`config.mk`:
```
export PLATFORM = sky130hd
export DESIGN_NAME = sum_pipe
export DESIGN_NICKNAME = d
export VERILOG_FILES = /design/src/rtl/sum_pipe.sv
export SDC_FILE = /design/constraint.sdc
export NUM_CORES = 1
export LEC_CHECK = 0
export BUFFER_PORTS_ARGS = -buffer_cell sky130_fd_sc_hd__buf_2
export CAP_MARGIN = 20
export CORE_MARGIN = 5
export CORE_UTILIZATION = 46
export CTS_CLUSTER_SIZE = 40
export DETAILED_ROUTE_END_ITERATION = 7
export PLACE_DENSITY = 0.73
export SYNTH_ARGS = -nofsm -noshare
export SYNTH_HDL_FRONTEND = slang
export SYNTH_SLANG_ARGS = --single-unit
```
`constraint.sdc`:
```
create_clock -name clk -period 1.2 [get_ports clk]
set_input_delay 0.06 -clock clk [delete_from_list [all_inputs] [get_ports clk]]
set_output_delay 0.06 -clock clk [all_outputs]
set_load 0.05 [all_outputs]
```
`src/rtl/sum_pipe.sv`:
```
// sum_pipe: WIDTH-bit adder with per-transaction wrap/saturate and
// unsigned/signed modes. The result passes through a STAGES-deep elastic
// pipeline. Each stage has a valid bit, and empty stages fill without waiting
// for downstream.
module sum_pipe #(
  parameter int WIDTH  = 8,
  parameter int STAGES = 2
) (
  input  logic             clk,
  input  logic             aresetn,
  input  logic             in_valid,
  output logic             in_ready,
  input  logic [WIDTH-1:0] a,
  input  logic [WIDTH-1:0] b,
  input  logic [1:0]       mode,
  output logic             out_valid,
  input  logic             out_ready,
  output logic [WIDTH-1:0] c,
  output logic             ovf
);

  // Each stage stores {c, ovf}. Bit 0 holds the overflow flag.
  logic [STAGES:1]           valid_reg;
  logic [STAGES:1][WIDTH:0]  data_reg;
  logic [STAGES:1]           ready;

  logic [WIDTH:0]            sum_full;
  logic [WIDTH-1:0]          sat_val;
  logic [WIDTH-1:0]          c_calc;
  logic                      ovf_calc;

  // Stage i can load if any stage from i up to the output is empty, or if the
  // consumer is taking the head this cycle. This is the unrolled form of
  // ready[i] = !valid[i] || ready[i+1].
  genvar gi;
  generate
    for (gi = 1; gi <= STAGES; gi++) begin : g_ready
      assign ready[gi] = out_ready || !(&valid_reg[STAGES:gi]);
    end
  endgenerate

  assign in_ready  = ready[1];
  assign out_valid = valid_reg[STAGES];
  assign c         = data_reg[STAGES][WIDTH:1];
  assign ovf       = data_reg[STAGES][0];

  // Compute the sum, the overflow flag and the saturated result for the operands
  // currently on the input.
  always_comb begin
    sum_full = {1'b0, a} + {1'b0, b};
    ovf_calc = 1'b0;
    sat_val  = '1;
    if (mode[1]) begin
      ovf_calc = (a[WIDTH-1] == b[WIDTH-1]) && (sum_full[WIDTH-1] != a[WIDTH-1]);
      // Signed overflow only occurs when both signs match. Clamp toward that sign.
      sat_val  = a[WIDTH-1] ? {1'b1, {(WIDTH-1){1'b0}}} : {1'b0, {(WIDTH-1){1'b1}}};
    end else begin
      ovf_calc = sum_full[WIDTH];
      sat_val  = '1;
    end
    c_calc = (mode[0] && ovf_calc) ? sat_val : sum_full[WIDTH-1:0];
  end

  // Stage registers. Data loads only alongside a valid token, so idle or
  // unknown operands never reach c/ovf, and a held result stays put.
  always_ff @(posedge clk or negedge aresetn) begin
    if (!aresetn) begin
      valid_reg <= '0;
      data_reg  <= '0;
    end else begin
      if (ready[1]) begin
        valid_reg[1] <= in_valid;
        if (in_valid) begin
          data_reg[1] <= {c_calc, ovf_calc};
        end
      end
      for (int i = 2; i <= STAGES; i++) begin
        if (ready[i]) begin
          valid_reg[i] <= valid_reg[i-1];
          if (valid_reg[i-1]) begin
            data_reg[i] <= data_reg[i-1];
          end
        end
      end
    end
  end

endmodule
```
# After elaboration in Yosys (flattened, before gate mapping)
# Index checks and enable logic that the tools add are counted.
# word_totals
reg_bits,20
in_bits,22
# classes
add_sub_neg,1
eq_ne,2
muxes,4
n_reduce_logical,9
# ops
cell,n
8-bit two-way mux,3
8-bit by 8-bit adder with 9-bit output,1
2-bit AND reduction,3
1-bit logical AND,2
1-bit zero test,2
1-bit logical OR,2
1-bit == test,1
1-bit two-way mux,1
1-bit != test,1

# Depth between registers and ports, before layout
# Gate-level depths: netlist of run 1.
# logic_depth
depth_word,6
depth_mapped,9

# Worst setup path after synthesis of run 1
# No wires, ideal clock.
# synth_path
path_kind,register to register
start,register valid_reg[2] (netlist bit)
end,register data_reg[1] (netlist bit)
setup_time_ns,0.126
arrival_ns,2.001
required_ns,1.074
slack_ns,-0.927
path_stages_with_launch,5
path_buffers,0
synth_period_minus_slack_ns,2.127
path_cell_list,dfrtp_1 nand3b_1 nand2_1 a2111oi_4 a221o_1
# synth_via
elab_chain_len,4
# synth_rtl
item,line,rtl
start: declaration,23,logic [STAGES:1] valid_reg;
start signal: indexed assignment,79,valid_reg[i] <= valid_reg[i-1];
2-bit AND reduction,38,assign ready[gi] = out_ready || !(&valid_reg[STAGES:gi]);
1-bit zero test,38,
1-bit logical OR,38,
net in_ready,12,"output logic in_ready,"
2-bit AND reduction (no line),n/a,
end signal: indexed assignment,81,data_reg[i] <= data_reg[i-1];
end: declaration,24,logic [STAGES:1][WIDTH:0] data_reg;
# The timed path passes the listed nets, and every way through them passes these cells.
# A chain may end at the register's enable or synchronous reset.

# Final worst setup path of run 1
# layout_path
start,input b[0]
end,register data_reg[7] (netlist bit)
# layout_via
elab_chain_len,6
# layout_rtl
item,line,rtl
start: declaration,14,"input logic [WIDTH-1:0] b,"
8-bit by 8-bit adder with 9-bit output (*),50,"sum_full = {1'b0, a} + {1'b0, b};"
1-bit != test,54,ovf_calc = (a[WIDTH-1] == b[WIDTH-1]) && (sum_full[WIDTH-1] != a[WIDTH-1]);
1-bit logical AND,54,
1-bit two-way mux,53,if (mode[1]) begin
1-bit logical AND,61,c_calc = (mode[0] && ovf_calc) ? sat_val : sum_full[WIDTH-1:0];
8-bit two-way mux (*),61,
# Every way passes the cells marked *; elsewhere a longest branch is shown, timed or not.

==> metrics.csv, run 1 <==
metric;value;unit
status;finished with violations;
violations;setup timing;
critPathMaxFanout;7;
dp_slack;-0.834;ns
synth_area_leader_cell;dfrtp_1;
relSlewSlack;71.6;%
start_util;48.9;%
drt_iter0_drc;12;
firstDrtPassIters;3;
ys_seq_area_share;40.6;%
period_share;137;%
path_clk_slew;0.11;ns
htree_num_levels;1;
design.die.area;0.00381;mm2
finalHoldViolCount;0;
ys_top_cells_by_area;dfrtp_1 (41%), mux2_2 (8.2%), ha_1 (8.1%), a221o_1 (5.7%), buf_4 (4.9%);
path_cells;buf_6 > ha_4 > inv_2 > fa_2 > inv_2 > a21o_1 > a41o_1 > o2bb2ai_4 > a2111oi_4 > buf_4 > a221o_1;
setup_ws;-0.441;ns
start_kind;input port;
grt_usage;16.0;%
yosys_warnings;0;
die_width;61.8;um
drive_above_1_share;57.1;%
post-place-cells;179;
r2r-start;valid_reg[2];
cts_made_buffers;3;
fin_cells;191;
leakagePower;0.828;nW
crit_top_cell;inv_2;
yosys_register_bits;20;
cts_tree;built;
fin_crit;1.64;ns
synth_top_cell_area_share;40.6;%
wirelength;2690;um
place.gp.congestion;0.810;
switchingPower;0.000986;W
antenna_found_initial;0;
internal_power;0.00150;W
n_antenna_cell;0;
clk_root_buffer_cell;clkbuf_4;
finish.utilization;69.1;%
finalSetupTns;-3.58;ns
finalMaxSlewViolations;0;
r2r-end;data_reg[7];
dpl_cell_area;0.00153;mm2
grt_max_degree;21;
worstPathArrival;1.87;ns
grt_overflow;0;
max_freq;0.609;GHz
io_pins;33;
ant_nets;0;
worstRegToRegCells;4;
required;1.43;ns
fin_nets;193;
largest_register_ffs;9;
finalInstanceArea;0.00174;mm2
worstMarginPinSlew;0.426;ns
crit_cells;11;
clockBufferDepth;2;
synthCells;106;
syn-cell-area;0.00123;mm2
rsz0062_at_grt;yes;
post_drt_wl_per_cell;14.1;um
seq_power_share;37.8;%
endpoint_kind;flip-flop;
nFillCells;192;
syn_nets;137;
slowest_delay;0.35;ns
critPathSlowestCell;a2111oi_4;
critical_path_class;input port to flip-flop;
min_path_type;input port to flip-flop;
swShare;39.6;%
holdCritStartpoint;out_ready;
remaining_drc_errors;0;
dp_hpwl;1960;um
p_clk_share;15.1;%
ir_drop;1.17;mV
vias_per_cell;5.36;
combPwrFrac;47.1;%
num_rows;18;
coreArea;0.00252;mm2
cts_sinks;20;
synth_cell_type_count;34;
max_cap_violations;0;
synthToLayoutAreaGrowth;41.4;%
startpoint;b[0];
clk_latency;0.29;ns
postSynthAreaPerCell;11.6;um2
critPathCapture;data_reg[7];
crit_family;compound AO/OA/AOI/OAI gates;
vias;1023;
port_buffers;32;
grt_pass1_vias;1059;
cp_num_buf_inv;4;
fin_worst_skew;0.00131;ns
dieHeight;61.8;um
grt_pass1_wl;4570;um
regToRegSetupSlack;-0.18;ns
pwr_density_cell;1430;mW/mm2
setup_viol;9;
## routing by layer
layer  global-route usage (%)  vias up  routed length (um)
li1                         -      503                   -
met1                     19.6      490                1130
met2                     27.2       26                1400
met3                     1.65        4                 107
met4                     9.39        0                  51
met5                        0        -                   0
## synthesized netlist by cell type
master     number
dfrtp_1        20
mux2_2          9
buf_4           8
ha_1            8
a221o_1         7
inv_1           6
a21oi_1         5
nand2_1         5
xnor2_1         5
nand2b_1        3
nor2_1          3
o21ai_0         3
a21o_1          2
and2_1          2
a2111oi_4       1
a211oi_1        1
a211oi_2        1
a21oi_2         1
a31oi_1         1
a41o_1          1
and4_1          1
fa_1            1
nand3b_1        1
nor2b_1         1
nor3b_1         1
nor4bb_2        1
o2111a_1        1
o211ai_1        1
o211ai_2        1
o21a_1          1
o21ai_2         1
o21bai_1        1
o2bb2ai_2       1
xor2_1          1
## cell usage in the layout (no fill, tap or decap), drive strengths merged, types with 2 or more instances in the layout
| cell type | instances |
|---|---|
| clkbuf | 4 |
| a21oi | 6 |
| nand2 | 5 |
| ha | 8 |
| a221o | 7 |
| and2 | 2 |
| nor2 | 3 |
| dlygate4sd3 | 2 |
| a211oi | 2 |
| a21o | 2 |
| buf | 57 |
| inv | 6 |
| nand2b | 3 |
| mux2 | 9 |
| o21ai | 4 |
| xnor2 | 5 |
| o211ai | 2 |
| dfrtp | 20 |
## worst register-to-register path, stage by stage (launching register included)
cell and delay (ns):
dfrtp_2 0.43, nand3b_1 0.19, nand2_2 0.12, buf_4 0.18
a221o_1 0.36
## final cells by class
type / instances / area, um2 / share of cell area, %
multi-input cells: 72 / 747 / 42.9
flip-flops and latches: 20 / 502 / 28.8
repair buffers: 59 / 398 / 22.8
well taps: 30 / 37.5 / 2.15
clock buffers: 4 / 36.3 / 2.08
inverters: 6 / 22.5 / 1.29
## power by group through the flow
stage          clock, W  combinational [W]  sequential (W)
5_1_grt        0.000411            0.00126        0.000965
3_5_place_dp          0            0.00107        0.000955
2_1_floorplan         0           0.000876        0.000973
4_1_cts        0.000389            0.00114        0.000940
6_report       0.000376            0.00117        0.000940
3_3_place_gp          0            0.00106        0.000944
## metrics by stage
step	hold WS, ns	power [W]
3_5_place_dp	0.0190	0.00203
6_report	0.102	0.00249
2_1_floorplan	-0.236	0.00185
3_3_place_gp	0.00856	0.00200
4_1_cts	0.0915	0.00247
5_1_grt	0.103	0.00263
## cell families (layout without fill, tap and decap cells)
| logic type | after synthesis | in the layout | synth area share (%) |
|---|---|---|---|
| DFF | 20 | 20 | 40.6 |
| AOI/OAI and AO/OA | 30 | 30 | 21.7 |
| buffers and inverters | 14 | 69 | 6.70 |
| xor gates and xnor gates | 6 | 6 | 4.26 |
| adders and majority gates | 9 | 9 | 9.75 |
| and+or+nand+nor | 18 | 18 | 8.73 |
| muxes | 9 | 9 | 8.22 |
## worst min path at each step
stage / end / slack, ns / depth (start not counted)
CTS: valid_reg[2] / 0.09 / 3
global route: data_reg[1] / 0.10 / 3
detailed placement: c[0] / 0.02 / 1
global placement: data_reg[1] / 0.009 / 1
finish: valid_reg[2] / 0.10 / 3
floorplan: c[0] / -0.24 / 0
## repair_timing
item                                    4_1_cts  5_1_grt
endpoints found under the setup margin       10       10
resized for setup                            19        3
hold endpoints to repair                     21        0
pin swaps                                    11        5
hold buffers                                  2        0
setup buffers                                 4        4
Power figures use the tool's default switching activity.
==> run 2: changes to the inputs <==
==> constraint.sdc (replaced) <==
create_clock -name clk -period 1.5 [get_ports clk]
set_input_delay 0.15 -clock clk [delete_from_list [all_inputs] [get_ports clk]]
set_output_delay 0.15 -clock clk [all_outputs]
set_load 0.05 [all_outputs]
==> metrics.csv, run 2 (synthesis gave the netlist of run 1 again) <==
metric;value;unit;change
seq_power_share;38.3;%;+0.5 points
htree_num_levels;1;;unchanged
crit_top_cell;inv_2;;
path_clk_slew;0.10;ns;about the same
ir_drop;0.910;mV;-22%
clk_root_buffer_cell;clkbuf_4;;
finalInstanceArea;0.00170;mm2;-2.7%
start_kind;input port;;
path_cells;buf_6 > ha_4 > inv_2 > fa_2 > inv_2 > a21o_1 > a41o_1 > o2bb2ai_4 > a2111oi_4 > buf_4 > a221o_1;;
combPwrFrac;46.5;%;-0.6 points
finalSetupTns;-1.23;ns;+2.35 ns
grt_pass1_vias;966;;-8.8%
dpl_cell_area;0.00150;mm2;-2.0%
rsz0062_at_grt;yes;;
grt_max_degree;21;;unchanged
cp_num_buf_inv;4;;unchanged
fin_crit;1.69;ns;
r2r-end;data_reg[2];;
max_freq;0.590;GHz;
post-place-cells;174;;-2.8%
relSlewSlack;72.8;%;+1.2 points
leakagePower;0.787;nW;-5.0%
internal_power;0.00119;W;-21%
clk_latency;0.29;ns;about the same
die_width;61.8;um;unchanged
dieHeight;61.8;um;unchanged
pwr_density_cell;1150;mW/mm2;-19%
critPathSlowestCell;fa_2;;
design.die.area;0.00381;mm2;unchanged
vias;961;;-6.1%
port_buffers;32;;unchanged
final_cell_mix;buf_2 (26), dfrtp_1 (19), buf_4 (15), mux2_2 (9), buf_6 (8);;
drt_iter0_drc;13;;+1
cts_sinks;20;;unchanged
finalMaxSlewViolations;0;;unchanged
remaining_drc_errors;0;;unchanged
fin_worst_skew;0.00142;ns;+0.000117 ns
grt_overflow;0;;unchanged
largest_register_ffs;9;;unchanged
violations;setup timing;;
setup_viol;7;;-2
regToRegSetupSlack;0.09;ns;+0.27 ns
worstMarginPinSlew;0.408;ns;-0.0176 ns
status;finished with violations;;
post_drt_wl_per_cell;13.2;um;-6.4%
setup_ws;-0.195;ns;+0.246 ns
place.gp.congestion;0.809;;-0.19%
period_share;113;%;
grt_usage;14.5;%;-1.5 points
num_rows;18;;unchanged
synthToLayoutAreaGrowth;37.7;%;
swShare;39.3;%;-0.33 points
cts_made_buffers;3;;unchanged
grt_pass1_wl;4110;um;-10%
fin_nets;184;;-4.7%
critPathMaxFanout;7;;unchanged
cts_tree;built;;
switchingPower;0.000768;W;-22%
worstPathArrival;1.88;ns;about the same
crit_family;compound AO/OA/AOI/OAI gates;;
n_antenna_cell;0;;unchanged
wirelength;2400;um;-11%
critical_path_class;input port to flip-flop;;
drive_above_1_share;54.6;%;-2.5 points
fin_cells;182;;-4.7%
endpoint_kind;flip-flop;;
slowest_delay;0.36;ns;about the same
finalHoldViolCount;0;;unchanged
io_pins;33;;unchanged
vias_per_cell;5.28;;-1.4%
ant_nets;0;;unchanged
nFillCells;203;;+5.7%
firstDrtPassIters;4;;+1
r2r-start;valid_reg[2];;
dp_hpwl;1930;um;-1.2%
worstRegToRegCells;5;;+1
max_cap_violations;0;;unchanged
coreArea;0.00252;mm2;unchanged
p_clk_share;15.2;%;about the same
min_path_type;input port to flip-flop;;
holdCritStartpoint;in_valid;;
required;1.69;ns;+0.26 ns
clockBufferDepth;2;;unchanged
min_to;valid_reg[1];;
final_common_cell;buf_2;;
antenna_found_initial;0;;unchanged
start_util;48.9;%;unchanged
hold-path-cell-count;2;;-1
## run 2: worst max-delay path by stage
stage                       from          end  slack (ns)  depth (start not counted)
floorplan           valid_reg[2]  data_reg[1]       -0.42                          4
global placement            a[0]  data_reg[7]       -0.53                         10
detailed placement          a[0]  data_reg[7]       -0.58                         10
CTS                         a[4]  data_reg[2]       -0.19                          9
global route                a[3]  data_reg[1]       -0.25                          9
finish                      b[0]  data_reg[2]       -0.19                         11
## run 2: layout make-up
class / count / area, um2 / area share (%)
Inverter: 6 / 22.5 / 1.33
Sequential cell: 20 / 502 / 29.6
Clock buffer: 4 / 36.3 / 2.14
Tap cell: 30 / 37.5 / 2.21
Timing Repair Buffer: 50 / 343 / 20.2
Multi-Input combinational cell: 72 / 756 / 44.5
## run 2: worst register-to-register path, stage by stage (launching register included)
cell       delay [ns]
dfrtp_2          0.38
nand3b_1         0.17
nand2_2          0.24
a2111oi_4        0.05
buf_4            0.17
a221o_1          0.31
## run 2: stage by stage
step / hold WS, ns / total power (W) / setup WS, ns / utilization [%]
floorplan: -0.146 / 0.00148 / -0.421 / -
global placement: 0.101 / 0.00159 / -0.526 / 59.4
detailed placement: 0.102 / 0.00161 / -0.579 / 59.4
CTS: 0.0772 / 0.00196 / -0.190 / 66.1
global route: 0.0949 / 0.00209 / -0.249 / 67.3
finish: 0.0915 / 0.00195 / -0.195 / 67.3
## run 2: routing by layer
layer,vias up,track usage (%),wire (um)
met5,-,0,0
met4,0,9.39,51
met3,4,1.24,126
met2,30,25.4,1220
met1,446,17.0,997
li1,481,-,-
## run 2: timing repair
item	CTS	global route
resized for setup	14	8
endpoints found under the hold margin	20	0
setup buffers	3	2
pin swaps	14	8
hold buffers	1	0
endpoints found under the setup margin	7	9
## run 2: power groups by stage
stage | clock network (W) | registers (W) | logic [W]
after global routing | 0.000335 | 0.000772 | 0.000978
after detailed placement | 0 | 0.000765 | 0.000849
after global placement | 0 | 0.000755 | 0.000833
final | 0.000298 | 0.000748 | 0.000909
after CTS | 0.000304 | 0.000752 | 0.000901
after floorplan | 0 | 0.000777 | 0.000704
